File: src/rtl/req_ack_multi_tracker.sv
// rtl/req_ack_multi_tracker.sv - multi-channel req/ack responder with gap enforcement, counters and outstanding tracking
module req_ack_multi_tracker #(
    parameter int CHANNELS = 2,
    parameter int LATENCY  = 4,
    parameter int MIN_GAP  = 8,
    parameter int CNT_W    = 8,
    localparam int OUT_W   = $clog2(LATENCY + 1)
) (
    input  logic                      clk,
    input  logic                      rst,
    input  logic [CHANNELS-1:0]       req,
    input  logic                      clr_cnt,
    output logic [CHANNELS-1:0]       ack,
    output logic [CHANNELS-1:0]       drop,
    output logic [CHANNELS-1:0]       busy,
    output logic [CHANNELS*CNT_W-1:0] req_cnt,
    output logic [CHANNELS*CNT_W-1:0] ack_cnt,
    output logic [CHANNELS*OUT_W-1:0] outstanding
);

    localparam int GAP_W = (MIN_GAP > 1) ? $clog2(MIN_GAP) : 1;

    typedef enum logic {IDLE, GAP} state_t;

    for (genvar i = 0; i < CHANNELS; i++) begin : g_ch
        state_t             state;
        logic [GAP_W-1:0]   gap_cnt;
        logic [LATENCY-1:0] dly;
        logic [CNT_W-1:0]   rc;
        logic [CNT_W-1:0]   ac;
        logic [OUT_W-1:0]   outs;
        logic               drop_r;
        logic               accept;
        logic               ack_now;

        assign accept  = req[i] && (state == IDLE);
        assign ack_now = dly[LATENCY-1];

        always_ff @(posedge clk or posedge rst) begin
            if (rst) begin
                state   <= IDLE;
                gap_cnt <= '0;
                dly     <= '0;
                rc      <= '0;
                ac      <= '0;
                outs    <= '0;
                drop_r  <= 1'b0;
            end else begin
                drop_r <= req[i] && (state == GAP);

                // Stage k holds accepts from k+1 cycles ago; the last stage is the ack
                dly[0] <= accept;
                for (int k = 1; k < LATENCY; k++) begin
                    dly[k] <= dly[k-1];
                end

                case (state)
                    IDLE: begin
                        if (req[i]) begin
                            gap_cnt <= GAP_W'(MIN_GAP - 1);
                            if (MIN_GAP > 1) state <= GAP;
                        end
                    end
                    GAP: begin
                        gap_cnt <= gap_cnt - 1'b1;
                        if (gap_cnt == GAP_W'(1)) state <= IDLE;
                    end
                    default: state <= IDLE;
                endcase

                if (accept && !ack_now)      outs <= outs + 1'b1;
                else if (!accept && ack_now) outs <= outs - 1'b1;

                if (clr_cnt)                      rc <= CNT_W'(accept);
                else if (accept && (rc != '1))    rc <= rc + 1'b1;

                if (clr_cnt)                      ac <= CNT_W'(ack_now);
                else if (ack_now && (ac != '1))   ac <= ac + 1'b1;
            end
        end

        assign ack[i]                        = ack_now;
        assign drop[i]                       = drop_r;
        assign busy[i]                       = (state == GAP);
        assign req_cnt[i*CNT_W +: CNT_W]     = rc;
        assign ack_cnt[i*CNT_W +: CNT_W]     = ac;
        assign outstanding[i*OUT_W +: OUT_W] = outs;

`ifdef FORMAL
        int   since_acc;
        logic cnt_clean;
        always_ff @(posedge clk or posedge rst) begin
            if (rst) begin
                since_acc <= MIN_GAP;
                cnt_clean <= 1'b1;
            end else begin
                since_acc <= accept ? 1 : ((since_acc < MIN_GAP) ? since_acc + 1 : since_acc);
                if (clr_cnt) cnt_clean <= 1'b0;
            end
        end
        always_comb begin
            if (!rst) begin
                assert (!accept || (since_acc >= MIN_GAP));
                assert (!(cnt_clean && (rc == ac) && (rc != '1)) || (outs == '0));
            end
        end
        assert property (@(posedge clk) disable iff (rst) ack_now |-> $past(accept, LATENCY));
`endif
    end

endmodule

File: config.mk
export PLATFORM = sky130hd
export DESIGN_NAME = req_ack_multi_tracker
export DESIGN_NICKNAME = d
export VERILOG_FILES = /design/src/rtl/req_ack_multi_tracker.sv
export SDC_FILE = /design/constraint.sdc
export NUM_CORES = 1
export LEC_CHECK = 0
export CAP_MARGIN = 20
export CELL_PAD_IN_SITES_DETAIL_PLACEMENT = 0
export CELL_PAD_IN_SITES_GLOBAL_PLACEMENT = 1
export CORE_ASPECT_RATIO = 0.7
export CORE_MARGIN = 3
export CORE_UTILIZATION = 42
export CTS_BUF_LIST = sky130_fd_sc_hd__clkbuf_8
export CTS_CLUSTER_DIAMETER = 50
export DETAILED_ROUTE_END_ITERATION = 10
export HOLD_SLACK_MARGIN = 0.08
export PLACE_DENSITY = 0.9
export REMOVE_ABC_BUFFERS = 1
export SETUP_SLACK_MARGIN = 0.1
export SYNTH_ARGS = -nofsm -noshare
export SYNTH_HDL_FRONTEND = slang
export SYNTH_SLANG_ARGS = --single-unit
File: constraint.sdc
create_clock -name clk -period 2.3 [get_ports clk]
set_input_delay 0.575 -clock clk [delete_from_list [all_inputs] [get_ports clk]]
set_output_delay 0.575 -clock clk [all_outputs]
set_load 0.02 [all_outputs]
=== Yosys cells after proc, flatten, opt, wreduce, memory -nomap -nowiden ===
Cells that the tools add are included.

* Word-level logic and storage cells: 78
* Output and inout port bits: 44
* Input port bits: 5
* Register bits after elaboration: 56

* $add $sub $neg: 10
* Multiplexer cells: 22
* Reduce and logical (&&, ||, !) cells: 22
* Bitwise logic cells: 2
* Equal/unequal tests: 8

{| class="wikitable"
|+ Operators by type and width
! cell !! count
|-
| $mux 8 || 8
|-
| $add 8x1->8 const B || 4
|-
| $ne 8x8->1 const B || 4
|-
| $mux 3 || 6
|-
| $logic_and 1x1->1 || 12
|-
| $pmux 3 s2 || 2
|-
| $reduce_bool 2->1 || 6
|-
| $sub 3x1->3 const B || 4
|-
| $add 3x1->3 const B || 2
|-
| $eq 3x1->1 const B || 2
|-
| $logic_not 1->1 || 4
|-
| $mux 1 || 4
|-
| $ne 2x2->1 const B || 2
|-
| $pmux 1 s2 || 2
|-
| $not 1->1 || 2
|}

=== Depth between registers and ports, before layout ===
* Word-level depth: 6
* Depth in mapped cells: 10
* Mapped depth without buffers: 8

=== Worst setup path after synthesis ===
OpenSTA, ideal clock, no wires.

* Kind: register -> register
* From: register g_ch[1].state
* To: register g_ch[1].outs[2]
* Stages on the path, launching flop included: 11
* Clock period less this slack: 1.926 ns
* Arrival: 1.847 ns
* Slack: 0.374 ns
* Library setup time: 0.079 ns
* Path through: dfrtp_1 buf_6 nand2b_4 buf_6 inv_1 ha_1 inv_1 fa_1 xor2_1 nor2_1 xor2_1

* Cells in the longest elaborated chain, start to end: 5
* Elaborated cells between the ends (all ways): 7
* Classes of those cells: mux (1); bitwise (1); reduce/logical (5)

{| class="wikitable"
|+ RTL lines
! item !! RTL line !! source
|-
| start: declaration || 26 || <nowiki>state_t state;</nowiki>
|-
| start signal: assignment || 41 || <nowiki>state <= IDLE;</nowiki>
|-
| start signal: assignment || 61 || <nowiki>if (MIN_GAP > 1) state <= GAP;</nowiki>
|-
| start signal: assignment || 66 || <nowiki>if (gap_cnt == GAP_W'(1)) state <= IDLE;</nowiki>
|-
| $not 1->1 (*) || n/a ||
|-
| $logic_and 1x1->1 (*) || 36 || <nowiki>assign accept = req[i] && (state == IDLE);</nowiki>
|-
| via g_ch[1].accept || 33 || <nowiki>logic accept;</nowiki>
|-
| $logic_not 1->1 || 72 || <nowiki>else if (!accept && ack_now) outs <= outs - 1'b1;</nowiki>
|-
| $logic_and 1x1->1 || 72 ||
|-
| $reduce_bool 2->1 (no source line) || n/a ||
|-
| end signal: assignment || 71 || <nowiki>if (accept && !ack_now) outs <= outs + 1'b1;</nowiki>
|-
| end signal: assignment || 72 ||
|-
| end: declaration || 31 || <nowiki>logic [OUT_W-1:0] outs;</nowiki>
|}

The timed path passes the listed nets; every way through them passes the cells marked *.
A chain may end at the register's enable or synchronous reset.

=== Worst setup path after layout ===
* From: register g_ch[1].state
* To: output port busy[1]

{| class="wikitable"
|+ RTL lines
! item !! RTL line !! source
|-
| end: declaration || 15 || <nowiki>output logic [CHANNELS-1:0] busy,</nowiki>
|}

No word-level cell between the ends.

==> results.ini <==
[placement]
pre_cts_ws_ns=-0.04842
io_buffers=48
place_congestion=0.7733
dp.cells=402
hpwl_um=4007
place_area_um2=3396

[power]
p_per_area_nw_per_um2=875.6
p_int_mw=1.983
power_mw=3.054
p_sw_frac=0.3507
power.switching_mw=1.071
p_clk_frac=0.183
pwr-share-seq=0.467
p_leak_nw=1.503
vdd_drop_max_mv=0.6682
combPwrFrac=0.350

[floorplanning]
fp.dieArea_um2=7689
core_area_um2=6336
pin_count=49
start_util=0.4414
die_y_um=74.27
die_w_um=103.5
row_count=24

[setup_path]
timing.rr.end=g_ch[1].outs[2]$_DFFE_PP0P_
crit_path_max_incr_delay_ns=0.68
r2r_cells=8
crit_chain=clkdlybuf4s50_1
crit_family=buffers and inverters
startpoint_type=flop
reg2reg_from=g_ch[1].state$_DFF_PP0_
path_class=reg2out
cp_num_buf_inv=1
ff2ff_setup_slack_ns=0.46
worstPathArrival_ns=1.53
crit_fanout=11
slowest_stage=clkdlybuf4s50_1
cp.depth=1
critPathRequiredTime_ns=1.73
end_kind=output pin
crit_end=busy[1]
worstSetupStartpoint=g_ch[1].state$_DFF_PP0_

[timing]
rsz0062_at_grt=no
slew_viol_final=0
hold_viol=0
setup_slack_ns=0.1977
max_freq_mhz=475.7
post-route-period-util=0.9141
worstMarginPinSlew_ns=0.3255
finalSetupViolCount=0
hold_slack_ns=0.3544
finalCriticalPeriod_ns=2.102
setup_tns_ns=0
finClkSkew_ns=0.004112
slew_headroom=0.7830

[flow_run]
maxCapViolCount=0

[synthesis]
ys_seq_area_frac=0.5011
synth_top_area_cell=dfrtp_1
mappedNetlistArea_um2=2796
avgSynthCellArea_um2=10.51
synth.distinct_cells=49
ys_warn_count=0
synth_cells=266
synth_enable_flop_cells=0
synthArstFlopShare=1.000
synth_seq_cells=56
ys_top_cells_by_area=dfrtp_1, ha_1, nor2_1, a21oi_1, inv_1
synth_ff_type=dfrtp_1
synth_top_area_share=0.5011

[status]
status=finished clean

[cells_and_area]
nFillCells=592
syn_to_final_growth_pct=24.74
register_area_um2=1401
fin_nets=335
final_layout_size_suffix_gt1_frac=0.1097
fin_area_um2=3488
fin_cells=410
insertedDiodeCount=0
final_util=0.5506
multi_input_area_um2=1224

[clocking]
cts_buffers=5
clkTransAtPathRegs_ns=0.10
insertion_delay_ns=0.31
cts_htree_levels=2
clockRootBuffer=clkbuf_8
clockBufferDepth=2
clock-sinks=56
cts_resized=0
postCtsHoldBufs=0
cts_setup_buffers=0
cts_tree=yes

[drt]
vias=2132
firstDrtPassIters=4
viasPerCell=5.200
drc=0
wirelength_um=5710
drt_iter0_drc=120
detail-route-antenna-nets=0
avgRoutedWirePerCell_um=13.93

[global_routing]
grt_pass1_wl_um=9832
grt_pass1_vias=2036
overflow=0
track_usage=0.1582
grt_max_degree=57
antenna_found_initial=0

[min_path]
hold_path.class=reg2reg

## cells in the final DEF, fill, tap and decap left out, types with 7 or more instances in the layout
cell,synthesis,final
inv_1,18,17
nand3_1,11,11
nand2_1,14,14
nor3_1,9,9
a211oi_1,7,7
a21oi_1,16,16
dfrtp_1,56,56
buf_4,6,8
nor2_1,31,31
ha_1,10,10
clkdlybuf4s50_1,0,48
## area by class of cell
cell class,count,share of cell area
Clock buffer,6,0.02367
Sequential cell,56,0.4017
Multi-Input combinational cell,178,0.3508
Inverter,19,0.02188
Timing Repair Buffer,58,0.1664
Clock inverter,2,0.002869
Tap cell,91,0.03264
## worst min path at each step
| stage | from | to | slack (ns) | depth (start not counted) |
|---|---|---|---|---|
| final | g_ch[1].dly[0]$_DFF_PP0_ | g_ch[1].dly[1]$_DFF_PP0_ | 0.35 | 0 |
| after global routing | g_ch[1].dly[1]$_DFF_PP0_ | g_ch[1].dly[2]$_DFF_PP0_ | 0.37 | 0 |
| after CTS | g_ch[1].dly[0]$_DFF_PP0_ | g_ch[1].dly[1]$_DFF_PP0_ | 0.36 | 0 |
| after detailed placement | g_ch[1].dly[0]$_DFF_PP0_ | g_ch[1].dly[1]$_DFF_PP0_ | 0.33 | 0 |
| after global placement | g_ch[1].dly[0]$_DFF_PP0_ | g_ch[1].dly[1]$_DFF_PP0_ | 0.33 | 0 |
| after floorplan | g_ch[0].dly[0]$_DFF_PP0_ | g_ch[0].dly[1]$_DFF_PP0_ | 0.33 | 0 |
## per-layer routing
| metal | track usage | share of wire |
|---|---|---|
| met1 | 0.2134 | 0.48 |
| met2 | 0.2514 | 0.44 |
| met3 | 0.05204 | 0.064 |
| met4 | 0.04130 | 0.0096 |
| met5 | 0 | 0 |
## worst register-to-register path: stages (launching register included)
cell and delay [ns]:
dfrtp_1 0.50, nand2b_4 0.20, inv_1 0.07, ha_1 0.16, inv_1 0.06, fa_1 0.37, xor2_1 0.15, nor2_1 0.11
xor2_1 0.16
## registers in the layout, summed over array words and instances, names as in the netlist
| register | cells |
|---|---|
| g_ch.state | 2 |
| g_ch.dly | 8 |
| g_ch.outs | 6 |
| g_ch.gap_cnt | 6 |
| g_ch.rc | 16 |
| g_ch.drop_r | 2 |
| g_ch.ac | 16 |
## Yosys cell counts, drive strengths merged, types with 2 or more instances
library cell,count
a211oi,7
a21oi,16
a311oi,2
a31o,3
a31oi,6
and2,3
and3,6
and4,3
buf,10
clkbuf,3
dfrtp,56
fa,2
ha,10
inv,18
mux2,4
mux2i,6
nand2,14
nand2b,3
nand3,11
nand4,4
nor2,31
nor2b,3
nor3,10
nor4,5
o2111a,2
o211ai,2
o21ai,6
o31ai,2
xnor2,6
xor2,5
## kinds of logic (layout without fill, tap and decap cells)
family | count (synthesis) | after routing | synth area share
AND/OR/NAND/NOR | 95 | 95 | 0.1866
XOR/XNOR | 11 | 11 | 0.03445
multiplexers | 10 | 10 | 0.03892
adder cells (fa/ha/maj) | 12 | 12 | 0.05906
buffers and inverters | 32 | 85 | 0.06129
flip-flops | 56 | 56 | 0.5011
AO/OA/AOI/OAI | 50 | 50 | 0.1186
## power groups by stage
stage / Sequential [mW] / Combinational [mW] / Clock [mW]
after floorplan: 1.55 / 0.491 / 0
after global placement: 1.44 / 1.04 / 0
after detailed placement: 1.45 / 1.09 / 0
after CTS: 1.43 / 1.08 / 0.584
after global routing: 1.47 / 1.19 / 0.626
final: 1.43 / 1.07 / 0.559
Note: power is estimated with default switching activity, not from simulation.
